[src/rtl/execute_shift_unit_pkg.sv]
// Shared command codes, internal shift modes and FSM state encodings for the
// multi-cycle shift/rotate execution unit.
package execute_shift_unit_pkg;

  localparam int unsigned CMD_W = 5;

  localparam logic [CMD_W-1:0] EXE_SHIFT_BUFFER      = 5'h00;
  localparam logic [CMD_W-1:0] EXE_SHIFT_LOGICL      = 5'h01;
  localparam logic [CMD_W-1:0] EXE_SHIFT_LOGICR      = 5'h02;
  localparam logic [CMD_W-1:0] EXE_SHIFT_ALITHMETICR = 5'h03;
  localparam logic [CMD_W-1:0] EXE_SHIFT_ROTATEL     = 5'h04;
  localparam logic [CMD_W-1:0] EXE_SHIFT_ROTATER     = 5'h05;

  typedef enum logic [2:0] {
    EXE_SHIFT_MODE_BUF = 3'd0,
    EXE_SHIFT_MODE_LSL = 3'd1,
    EXE_SHIFT_MODE_LSR = 3'd2,
    EXE_SHIFT_MODE_ASR = 3'd3,
    EXE_SHIFT_MODE_ROL = 3'd4,
    EXE_SHIFT_MODE_ROR = 3'd5
  } shift_mode_e;

  typedef enum logic [1:0] {
    ST_IDLE  = 2'd0,
    ST_SHIFT = 2'd1,
    ST_OUT   = 2'd2
  } shift_state_e;

endpackage

[src/rtl/execute_shift_unit_step.sv]
// Combinational single-step shifter: moves data by k (<= STEP_N) positions in
// the given mode and reports the last bit moved out.
module execute_shift_unit_step
  import execute_shift_unit_pkg::*;
#(
  parameter int unsigned DATA_N = 32,
  parameter int unsigned STEP_N = 8,
  parameter int unsigned K_N    = $clog2(STEP_N) + 1
) (
  input  logic [DATA_N-1:0] data,
  input  shift_mode_e       mode,
  input  logic [K_N-1:0]    k,
  output logic [DATA_N-1:0] shifted_c,
  output logic              carry_c
);

  logic [DATA_N:0]     lsl_w;
  logic [DATA_N:0]     lsr_w;
  logic [DATA_N:0]     asr_w;
  logic [2*DATA_N-1:0] dd;

  // Extra bit beside the operand catches the final bit shifted out.
  always_comb begin
    dd        = {data, data};
    lsl_w     = {1'b0, data} << k;
    lsr_w     = {data, 1'b0} >> k;
    asr_w     = $signed({data, 1'b0}) >>> k;
    shifted_c = data;
    carry_c   = 1'b0;
    case (mode)
      EXE_SHIFT_MODE_LSL: begin
        shifted_c = lsl_w[DATA_N-1:0];
        carry_c   = lsl_w[DATA_N];
      end
      EXE_SHIFT_MODE_LSR: begin
        shifted_c = lsr_w[DATA_N:1];
        carry_c   = lsr_w[0];
      end
      EXE_SHIFT_MODE_ASR: begin
        shifted_c = asr_w[DATA_N:1];
        carry_c   = asr_w[0];
      end
      EXE_SHIFT_MODE_ROL: begin
        shifted_c = DATA_N'(dd >> (DATA_N - 32'(k)));
        carry_c   = shifted_c[0];
      end
      EXE_SHIFT_MODE_ROR: begin
        shifted_c = DATA_N'(dd >> k);
        carry_c   = shifted_c[DATA_N-1];
      end
      default: ;
    endcase
    if (k == '0) carry_c = 1'b0;
  end

endmodule

[src/rtl/execute_shift_unit.sv]
// Multi-cycle shift/rotate execution unit: shifts at most STEP_N positions per
// clock and returns data, carry and zero over a valid/busy handshake.
module execute_shift_unit
  import execute_shift_unit_pkg::*;
#(
  parameter int unsigned DATA_N = 32,
  parameter int unsigned STEP_N = 8,
  localparam int unsigned AMT_N = $clog2(DATA_N)
) (
  input  logic              iCLOCK,
  input  logic              iRESET_SYNC,
  input  logic              iFLUSH,
  input  logic              iREQ_VALID,
  output logic              oREQ_BUSY,
  input  logic [CMD_W-1:0]  iREQ_CMD,
  input  logic [DATA_N-1:0] iREQ_DATA,
  input  logic [AMT_N-1:0]  iREQ_AMT,
  output logic              oOUT_VALID,
  input  logic              iOUT_BUSY,
  output logic [DATA_N-1:0] oOUT_DATA,
  output logic              oOUT_CARRY,
  output logic              oOUT_ZERO
);

  localparam int unsigned K_N = $clog2(STEP_N) + 1;

  function automatic shift_mode_e decode_cmd(input logic [CMD_W-1:0] cmd);
    case (cmd)
      EXE_SHIFT_LOGICL:      return EXE_SHIFT_MODE_LSL;
      EXE_SHIFT_LOGICR:      return EXE_SHIFT_MODE_LSR;
      EXE_SHIFT_ALITHMETICR: return EXE_SHIFT_MODE_ASR;
      EXE_SHIFT_ROTATEL:     return EXE_SHIFT_MODE_ROL;
      EXE_SHIFT_ROTATER:     return EXE_SHIFT_MODE_ROR;
      default:               return EXE_SHIFT_MODE_BUF;
    endcase
  endfunction

  shift_state_e      state_q, state_d;
  shift_mode_e       mode_q, mode_d;
  logic [DATA_N-1:0] data_q, data_d;
  logic [AMT_N-1:0]  rem_q, rem_d;
  logic              carry_q, carry_d;
  logic              zero_q, zero_d;
  logic              busy_q, busy_d;
  logic              valid_q, valid_d;
  logic [K_N-1:0]    k_c;
  logic [DATA_N-1:0] step_data_c;
  logic              step_carry_c;
  logic              accept_c;

  execute_shift_unit_step #(
    .DATA_N (DATA_N),
    .STEP_N (STEP_N),
    .K_N    (K_N)
  ) u_step (
    .data      (data_q),
    .mode      (mode_q),
    .k         (k_c),
    .shifted_c (step_data_c),
    .carry_c   (step_carry_c)
  );

  // Next-state and datapath update; flush abandons everything but held outputs.
  always_comb begin
    state_d  = state_q;
    mode_d   = mode_q;
    data_d   = data_q;
    rem_d    = rem_q;
    carry_d  = carry_q;
    zero_d   = zero_q;
    k_c      = (32'(rem_q) >= STEP_N) ? K_N'(STEP_N) : K_N'(rem_q);
    accept_c = iREQ_VALID & ~busy_q & ~iFLUSH;
    if (iFLUSH) begin
      state_d = ST_IDLE;
      rem_d   = '0;
    end else begin
      case (state_q)
        ST_IDLE: begin
          if (accept_c) begin
            mode_d  = decode_cmd(iREQ_CMD);
            data_d  = iREQ_DATA;
            rem_d   = iREQ_AMT;
            carry_d = 1'b0;
            if (mode_d == EXE_SHIFT_MODE_BUF || iREQ_AMT == '0) begin
              state_d = ST_OUT;
              rem_d   = '0;
              zero_d  = (iREQ_DATA == '0);
            end else begin
              state_d = ST_SHIFT;
            end
          end
        end
        ST_SHIFT: begin
          data_d  = step_data_c;
          carry_d = step_carry_c;
          rem_d   = rem_q - AMT_N'(k_c);
          if (rem_d == '0) begin
            state_d = ST_OUT;
            zero_d  = (step_data_c == '0);
          end
        end
        ST_OUT: begin
          if (!iOUT_BUSY) state_d = ST_IDLE;
        end
        default: state_d = ST_IDLE;
      endcase
    end
    busy_d  = (state_d != ST_IDLE);
    valid_d = (state_d == ST_OUT);
  end

  always_ff @(posedge iCLOCK) begin
    if (iRESET_SYNC) begin
      state_q <= ST_IDLE;
      mode_q  <= EXE_SHIFT_MODE_BUF;
      data_q  <= '0;
      rem_q   <= '0;
      carry_q <= 1'b0;
      zero_q  <= 1'b0;
      busy_q  <= 1'b0;
      valid_q <= 1'b0;
    end else begin
      state_q <= state_d;
      mode_q  <= mode_d;
      data_q  <= data_d;
      rem_q   <= rem_d;
      carry_q <= carry_d;
      zero_q  <= zero_d;
      busy_q  <= busy_d;
      valid_q <= valid_d;
    end
  end

  assign oREQ_BUSY  = busy_q;
  assign oOUT_VALID = valid_q;
  assign oOUT_DATA  = data_q;
  assign oOUT_CARRY = carry_q;
  assign oOUT_ZERO  = zero_q;

endmodule

[config.mk]
export PLATFORM = sky130hd
export DESIGN_NAME = execute_shift_unit
export DESIGN_NICKNAME = d
export VERILOG_FILES = /design/src/rtl/execute_shift_unit_pkg.sv /design/src/rtl/execute_shift_unit_step.sv /design/src/rtl/execute_shift_unit.sv
export SDC_FILE = /design/constraint.sdc
export NUM_CORES = 1
export LEC_CHECK = 0
export ABC_CLOCK_PERIOD_IN_PS = 5300
export CORE_MARGIN = 1.5
export CORE_UTILIZATION = 30
export CTS_BUF_LIST = sky130_fd_sc_hd__clkbuf_16
export CTS_CLUSTER_SIZE = 10
export DETAILED_ROUTE_END_ITERATION = 12
export PLACE_DENSITY = 0.44
export SLEW_MARGIN = 20
export SYNTH_ARGS = -nofsm -noshare
export SYNTH_HDL_FRONTEND = slang
export SYNTH_HIERARCHICAL = 1
export SYNTH_SLANG_ARGS = --single-unit
export TNS_END_PERCENT = 30
[constraint.sdc]
create_clock -name iCLOCK -period 5.3 [get_ports iCLOCK]
set_input_delay 1.06 -clock iCLOCK [delete_from_list [all_inputs] [get_ports iCLOCK]]
set_output_delay 1.06 -clock iCLOCK [all_outputs]
set_load 0.05 [all_outputs]
==> results of run 1 <==
flip-flops by register name (all words and copies together), names as in the netlist:
| register | count |
|---|---|
| oOUT_DATA | 32 |
| rem_q | 5 |
| mode_q | 3 |
| state_q | 2 |
| oOUT_CARRY | 1 |
| oOUT_VALID | 1 |
| oOUT_ZERO | 1 |
| oREQ_BUSY | 1 |
power by group through the flow:
stage / registers [mW] / logic, mW / clock network [mW]
floorplan: 0.458 / 0.387 / 0
global placement: 0.480 / 0.680 / 0
detailed placement: 0.479 / 0.669 / 0
CTS: 0.472 / 0.673 / 0.319
global route: 0.478 / 0.722 / 0.330
finish: 0.477 / 0.691 / 0.309
tightest hold or removal path, stage by stage, from the launching register on:
cell and delay [ps]:
dfxtp_1 330, nand2b_1 70, a21oi_1 50
through the flow:
step / setup WS, ps / std cells / hold WS, ps / util [%]
after floorplan: 805 / 1201 / 431 / -
after global placement: 39.9 / 1593 / 501 / 34.7
after detailed placement: 203 / 1593 / 509 / 34.7
after CTS: 154 / 1601 / 519 / 35.1
after global routing: 112 / 1601 / 532 / 35.2
final: 273 / 1601 / 508 / 35.2
routing by layer:
layer	routed length (microns)	track usage [%]
met5	37	0
met4	2770	15.7
met3	4520	4.37
met2	21700	48.3
met1	21200	42.8
cell families after synthesis:
kind of cell	Yosys count	synth area share, %
simple gates	428	21.4
compound gates	341	26.5
mux	228	33.5
buf+inv	154	8.03
flops	46	10.1
fa+ha+maj	2	0.274
other cells	1	0.0411
xor+xnor	1	0.178
area by class of cell:
| type | count | area, sq um | share of cell area (%) |
|---|---|---|---|
| clock buffer | 5 | 125 | 1.19 |
| clock inverter | 3 | 12.5 | 0.119 |
| inverter | 9 | 33.8 | 0.322 |
| multi-input combinational | 1001 | 7530 | 71.8 |
| sequential | 46 | 921 | 8.79 |
| tap | 390 | 488 | 4.66 |
| timing repair buffer | 147 | 1370 | 13.1 |
synthesized netlist by cell type (all sizes together), types with 8 or more instances:
master / n
a211oi: 31
a21oi: 63
a221oi: 9
a22oi: 9
a311oi: 39
a31oi: 17
and2: 12
and3: 8
buf: 68
clkbuf: 77
dfxtp: 46
inv: 8
mux2: 56
mux2i: 116
mux4: 56
nand2: 144
nand2b: 12
nand3: 20
nor2: 145
nor3: 26
nor4: 23
o211ai: 17
o21ai: 56
o221ai: 9
o22ai: 23
worst paths after layout:
path | from | end | slack [ps]
max | rem_q[3] | oOUT_ZERO | 270
min | oOUT_CARRY | oOUT_CARRY | 510
max reg2reg | rem_q[3] | oOUT_ZERO | 270
min reg2reg | oOUT_CARRY | oOUT_CARRY | 510
==> flow_metrics.env, run 1 <==
export IMPL_status="finished clean"
export IMPL_pwr_share_comb_pct=46.8
export IMPL_skew_ps=4.55
export IMPL_setup_viol=0
export IMPL_post_route_period_util_pct=94.9
export IMPL_netlist_area_leader_share_pct=13.8
export IMPL_clk_pin_slew_ps=70
export IMPL_synth_fp_nets=1250
export IMPL_cts_tree="yes"
export IMPL_drive_above_1_share_pct=18.1
export IMPL_num_rows=63
export IMPL_synth_seq_cells=46
export IMPL_cts_hold_buf=0
export IMPL_fin_nets=1259
export IMPL_cts_buffers=5
export IMPL_drt_pass1_iter_count=8
export IMPL_yosysWarnings=6
export IMPL_antenna_left=0
export IMPL_p_sw_mw=0.664
export IMPL_synth_avg_cell_area_sq_um=7.59
export IMPL_synth_area_sq_mm=0.00912
export IMPL_worstPathCellList="nor2_2, and2_4, inv_1, ha_2, buf_12, mux2_2, mux4_2, nor2_1, a21oi_1, a32oi_1, a31oi_1, nor4_1, nand3_1, nor4_1, buf_4, nor2_1, a311oi_2"
export IMPL_dpl_cell_area_sq_mm=0.0103
export IMPL_synthTopCellsByArea="mux4_2, mux2i_1, dfxtp_1"
export IMPL_seqPwrFrac_pct=32.3
export IMPL_groute_usage_overall_pct=31.4
export IMPL_critPathSlowestCell="ha_2"
export IMPL_synth_edf_count=0
export IMPL_swShare_pct=45.0
export IMPL_die_h_microns=177
export IMPL_cp_num_cells=17
export IMPL_drc=0
export IMPL_post_cts_setup_buffer_count=0
export IMPL_final_common_cell="nand2_1"
export IMPL_yosysSeqAreaShare_pct=10.1
export IMPL_peakVddDrop_v=0.000142
export IMPL_total_power_mw=1.48
export IMPL_dieArea_sq_mm=0.0315
export IMPL_pin_count=83
export IMPL_leakagePower_nw=3.58
export IMPL_cts_resized=0
export IMPL_most_common_layout_cells="nand2_1, nor2_1, mux2i_1"
export IMPL_intPower_mw=0.813
export IMPL_htree_levels=2
export IMPL_routed_wl_mm=50.3
export IMPL_synth_top_cell_by_area="mux4_2"
export IMPL_period_minus_slack_ps=5030
export IMPL_wl_per_cell_microns=31.4
export IMPL_routed_via_count=10883
export IMPL_min_path_type="reg2reg"
export IMPL_cts_root_buf="clkbuf_16"
export IMPL_ys_flop_type="dfxtp_1"
export IMPL_gp_congestion=1.00
export IMPL_criticalPathCategory="reg2reg"
export IMPL_worst_ep_arrival_time_ps=5240
export IMPL_hpwlAfterDp_mm=37.4
export IMPL_first_iter_violations=1457
export IMPL_tns_ps=0
export IMPL_clockBufferDepth=2
export IMPL_clock_latency_ps=290
export IMPL_io_buffers=82
export IMPL_hold_path_cell_count=2
export IMPL_p_clk_share_pct=20.9
export IMPL_max_stage_delay_ps=600
export IMPL_core_area_sq_mm=0.0298
export IMPL_postLayoutCellArea_sq_mm=0.0105
export IMPL_required_ps=5510
export IMPL_initial_core_util_pct=30.6
export IMPL_final_hold_violation_count=0
export IMPL_grt_max_degree=97
export IMPL_area_growth_pct=14.9
export IMPL_drv_cap=0
export IMPL_fmax_mhz=199
export IMPL_cp_num_buf_inv=3
export IMPL_r2r_cells=17
export IMPL_synth_cells=1201
export IMPL_grt_pass1_wl_mm=72.6
export IMPL_path_max_fanout=23
export IMPL_max_slew_margin_pct=33.0
export IMPL_worstSetupEndpointType="register"
export IMPL_cts_sinks=46
export IMPL_final_fill_count=3195
export IMPL_die_x_microns=177
export IMPL_vias_per_cell=6.80
export IMPL_grt_pass1_vias=10384
export IMPL_rsz0062_at_grt="false"
export IMPL_worstMarginPinSlew_ps=1000
export IMPL_postSynth_asyncResetShare_pct=0
export IMPL_maxSlewViolCount=0
export IMPL_grt_antenna_before_repair=4
export IMPL_antenna_cells=0
export IMPL_ys_types=83
export IMPL_startpoint_type="register"
export IMPL_crit_family="simple AND/OR/NAND/NOR gates"
export IMPL_grt_overflow=0
export IMPL_p_per_area_mw_per_mm2=141
Power figures use the tool's default switching activity.
==> run 2: changes to the inputs <==
- CTS_CLUSTER_DIAMETER: default -> 100
==> results of run 2 <==
The final DEF is identical to that of run 1; final timing and power are the same.
==> run 3: changes to the inputs <==
- ABC_CLOCK_PERIOD_IN_PS: 5300 -> default
- CORE_MARGIN: 1.5 -> default
- GPL_ROUTABILITY_DRIVEN: default -> 0
==> flow_metrics.env, run 3 (synthesis gave the netlist of run 1 again) <==
export IMPL_status="finished clean"
export IMPL_routed_wl_mm=47.3
export IMPL_die_h_microns=176
export IMPL_cts_sinks=46
export IMPL_clockBufferDepth=2
export IMPL_reg2reg_from="rem_q[3]"
export IMPL_routed_via_count=10789
export IMPL_drc=0
export IMPL_startpoint_type="register"
export IMPL_criticalPathCategory="reg2reg"
export IMPL_grt_antenna_before_repair=3
export IMPL_max_slew_margin_pct=31.8
export IMPL_rsz0062_at_grt="false"
export IMPL_core_area_sq_mm=0.0298
export IMPL_antenna_cells=0
export IMPL_groute_usage_overall_pct=30.0
export IMPL_die_x_microns=176
export IMPL_grt_pass1_vias=10242
export IMPL_post_route_period_util_pct=94.0
export IMPL_required_ps=5510
export IMPL_skew_ps=3.28
export IMPL_final_common_cell="nand2_1"
export IMPL_area_growth_pct=15.2
export IMPL_post_cts_setup_buffer_count=0
export IMPL_crit_end="oOUT_ZERO"
export IMPL_grt_pass1_wl_mm=69.6
export IMPL_p_per_area_mw_per_mm2=139
export IMPL_antenna_left=0
export IMPL_r2r_cells=18
export IMPL_drv_cap=0
export IMPL_wl_per_cell_microns=29.5
export IMPL_hpwlAfterDp_mm=35.5
export IMPL_path_max_fanout=20
export IMPL_worstMarginPinSlew_ps=1020
export IMPL_min_from="oOUT_CARRY"
export IMPL_maxSlewViolCount=0
export IMPL_cts_buffers=5
export IMPL_leakagePower_nw=3.60
export IMPL_final_hold_violation_count=0
export IMPL_clk_pin_slew_ps=60
export IMPL_io_buffers=82
export IMPL_initial_core_util_pct=30.6
export IMPL_vias_per_cell=6.72
export IMPL_cts_resized=0
export IMPL_first_iter_violations=1591
export IMPL_num_rows=63
export IMPL_drive_above_1_share_pct=18.3
export IMPL_cts_tree="yes"
export IMPL_grt_max_degree=97
export IMPL_r2r_end="oOUT_ZERO"
export IMPL_hold_path_cell_count=2
export IMPL_setup_viol=0
export IMPL_worst_ep_arrival_time_ps=5190
export IMPL_drt_pass1_iter_count=6
export IMPL_setup_slack_ps=318
export IMPL_cts_hold_buf=0
export IMPL_rrSetupSlack_ps=320
export IMPL_cts_root_buf="clkbuf_16"
export IMPL_fin_cells=1606
export IMPL_worstSetupEndpointType="register"
export IMPL_crit_start="rem_q[3]"
export IMPL_most_common_layout_cells="nand2_1, nor2_1, mux2i_1"
export IMPL_dpl_worst_slack_ps=329
export IMPL_largest_reg_flops=32
export IMPL_fin_nets=1264
export IMPL_dieArea_sq_mm=0.0311
export IMPL_dp_cells=1598
export IMPL_min_path_type="reg2reg"
export IMPL_total_power_mw=1.46
export IMPL_pin_count=83
export IMPL_fmax_mhz=201
export IMPL_peakVddDrop_v=0.000176
export IMPL_grt_overflow=0
export IMPL_tns_ps=0
export IMPL_htree_levels=2
export IMPL_period_minus_slack_ps=4980
export IMPL_clock_latency_ps=290
run 3: how the worst min path moves through the flow:
stage                             to  slack (ps)
after detailed placement  oOUT_CARRY         470
after CTS                 oOUT_CARRY         480
after global placement    oOUT_CARRY         470
after global routing      oOUT_CARRY         520
after floorplan            mode_q[2]         430
final                     oOUT_CARRY         480
run 3: critical path, stage by stage, from the launching register on:
cell and delay, ps:
dfxtp_1 380, nor2_1 120, buf_4 150, and2_4 160, inv_1 100, ha_4 490, buf_4 230, mux4_2 420
mux2i_1 280, nand2_1 90, and3_1 180, o31ai_1 590, a21oi_1 270, nor4_1 510, nand4_1 180, nor4_1 250
buf_4 170, nor2_1 50, a311oi_2 260
run 3: cell type report:
class | instances | area (sq um)
fillers | 3213 | 19300
inverters | 9 | 33.8
clock inverters | 3 | 12.5
clock buffers | 5 | 125
well taps | 390 | 488
repair buffers | 152 | 1400
flip-flops and latches | 46 | 921
multi-input cells | 1001 | 7530
run 3: stage by stage:
stage	utilization (%)	hold slack [ps]	area, sq um
floorplan	-	431	9120
global placement	34.8	473	10400
detailed placement	34.8	467	10400
CTS	35.2	480	10500
global route	35.3	521	10500
finish	35.3	479	10500
run 3: layer usage:
layer | vias up | wire length [microns] | global-route usage [%]
li1 | 4636 | - | -
met4 | 6 | 2330 | 13.9
met3 | 154 | 4980 | 6.74
met1 | 5258 | 19800 | 40.6
met5 | - | 36 | 0
met2 | 735 | 20200 | 45.0
run 3: power breakdown:
group	switching (mW)	internal, mW	leakage, nW
Clock	0.133	0.171	0.0724
Sequential	0.0855	0.366	0.377
Combinational	0.424	0.277	3.16
Total	0.643	0.814	3.60
==> RTL edit: new RTL, settings of run 1 <==
Remove the case item `EXE_SHIFT_MODE_ROR` of the case on `mode`.
--- a/src/rtl/execute_shift_unit_step.sv
+++ b/src/rtl/execute_shift_unit_step.sv
@@ -46,6 +46,2 @@
       end
-      EXE_SHIFT_MODE_ROR: begin
-        shifted_c = DATA_N'(dd >> k);
-        carry_c   = shifted_c[DATA_N-1];
-      end
       default: ;
Function: changed (Yosys sat finds a counterexample within 4 cycles, from zero or initial values and one cycle with iRESET_SYNC high).
==> RTL edit against run 1 <==
Sequential cell count did not move. Synthesized area increased by 4.4%. Largest power group unchanged. Total power grew 2.6%. Count of clock-buffer cells in the layout unchanged. Critical path type unchanged. Highest routed layer unchanged. Design area up 4.8%. Worst hold slack got worse by 0.038 ns. Worst setup slack worse by 0.069 ns. Synthesized cell count decreased by 3.2%. Routed wire length fell by 0.71%.
==> RTL edit: results (changes against run 1) <==
----------------------------------------------------
[Status]
  Outcome ... completed (unchanged)

[Yosys]
  Post-synth cell types ... 88 (was 83)
  Top cell types by occurrence after synthesis ... 150 x sky130_fd_sc_hd__nand2_1, 115 x sky130_fd_sc_hd__nor2_1, 102 x sky130_fd_sc_hd__mux2i_1 (was 145 x sky130_fd_sc_hd__nor2_1, 143 x sky130_fd_sc_hd__nand2_1, 116 x sky130_fd_sc_hd__mux2i_1)
  Xor/xnor share of the synthesized area ... 0.276% (was 0.178%)
  Largest cells by area after synthesis ... sky130_fd_sc_hd__mux4_2 24%, sky130_fd_sc_hd__mux2i_1 11%, sky130_fd_sc_hd__dfxtp_1 9.7% (was sky130_fd_sc_hd__mux4_2 14%, sky130_fd_sc_hd__mux2i_1 13%, sky130_fd_sc_hd__dfxtp_1 10%)
  Area fraction in compound gates after synthesis ... 22.4% (was 26.5%)
  Fraction of the mapped netlist area in adder cells ... 0.263% (was 0.274%)
  Average instance area after synthesis ... 8.19 um^2 (was 7.59 um^2)
  Mux cell area share after synthesis ... 37.6% (was 33.5%)

[Finish]
  Number of filler instances in the final layout ... 3,275 (was 3,195)
  Fraction of final layout cells with drive strength greater than 1 ... 21.2% (was 18.1%)
  Number of nets at the end of the flow ... 1,230 (was 1,259)

[Worst setup path]
  Largest fanout on the critical path ... 49 (was 23)
  Longest individual stage delay on the worst path ... 0.57 ns (was 0.60 ns)
  Slowest-stage cell, CP ... sky130_fd_sc_hd__a211oi_1 (was sky130_fd_sc_hd__ha_2)
  Setup slack, reg-to-reg ... 0.20 ns (was 0.27 ns)

[GRT]
  Total track usage ... 30.0% (was 31.4%)
  Pin count of the biggest net entering global routing ... 64 (was 97)
  Via count of the first global-routing pass ... 10,356 (was 10,384)
  Met3 global-route usage ... 6.01% (was 4.37%)
  M1 GR Usage ... 40.9% (was 42.8%)
  First-pass GRT wire length ... 73,300 um (was 72,600 um)

[Place]
  DP Cell Count ... 1,576 (was 1,593)
  Last weighted congestion value of the routability-driven placer ... 1.01 (was 1.00)
  Worst-case setup slack after placement ... 0.363 ns (was 0.203 ns)
  DP HPWL ... 36,700 um (was 37,400 um)

[Routing]
  Metal2 WL ... 22,400 um (was 21,700 um)
  Average wire per cell in the routed design ... 31.5 um (was 31.4 um)
  Vias ... 10,930 (was 10,883)
  Metal1 wirelength ... 20,600 um (was 21,200 um)
  DR WL met3 ... 5060 um (was 4520 um)
  First-pass detailed-route iteration total ... 5 (was 8)
  DRC violation total after the first TritonRoute iteration ... 1,532 (was 1,457)

[Pwr]
  Clock power share ... 22.4% (was 20.9%)
  Sequential fraction of design power ... 29.9% (was 32.3%)
  Max IR drop VDD ... 0.000112 V (was 0.000142 V)
  Static leakage power ... 3.53 nW (was 3.58 nW)
  Comb group ... 723 uW (was 691 uW)

[STA]
  Worst-case hold slack ... 0.470 ns (was 0.508 ns)
  Period utilisation layout ... 96.2% (was 94.9%)

----------------------------------------------------
## RTL edit: changes by cell type after synthesis, moves of 7 or more
cell                              run 1  this run
sky130_fd_sc_hd__a211oi_1            30        13
sky130_fd_sc_hd__a21oi_1             62        28
sky130_fd_sc_hd__buf_2               36        47
sky130_fd_sc_hd__mux2_2              56        25
sky130_fd_sc_hd__mux2i_1            116       102
sky130_fd_sc_hd__mux4_2              56       100
sky130_fd_sc_hd__nand2_1            143       150
sky130_fd_sc_hd__nand3_1             20        50
sky130_fd_sc_hd__nor2_1             145       115
sky130_fd_sc_hd__o21ai_0             52        44
## RTL edit: cell type report
cell class	instances	area, um^2	area share (%)
clock buffer	5	125	1.14
inverter	11	41.3	0.376
clock inverter	3	27.5	0.251
tap	402	503	4.58
timing repair buffer	165	1520	13.8
sequential	46	921	8.39
multi-input combinational	952	7840	71.4
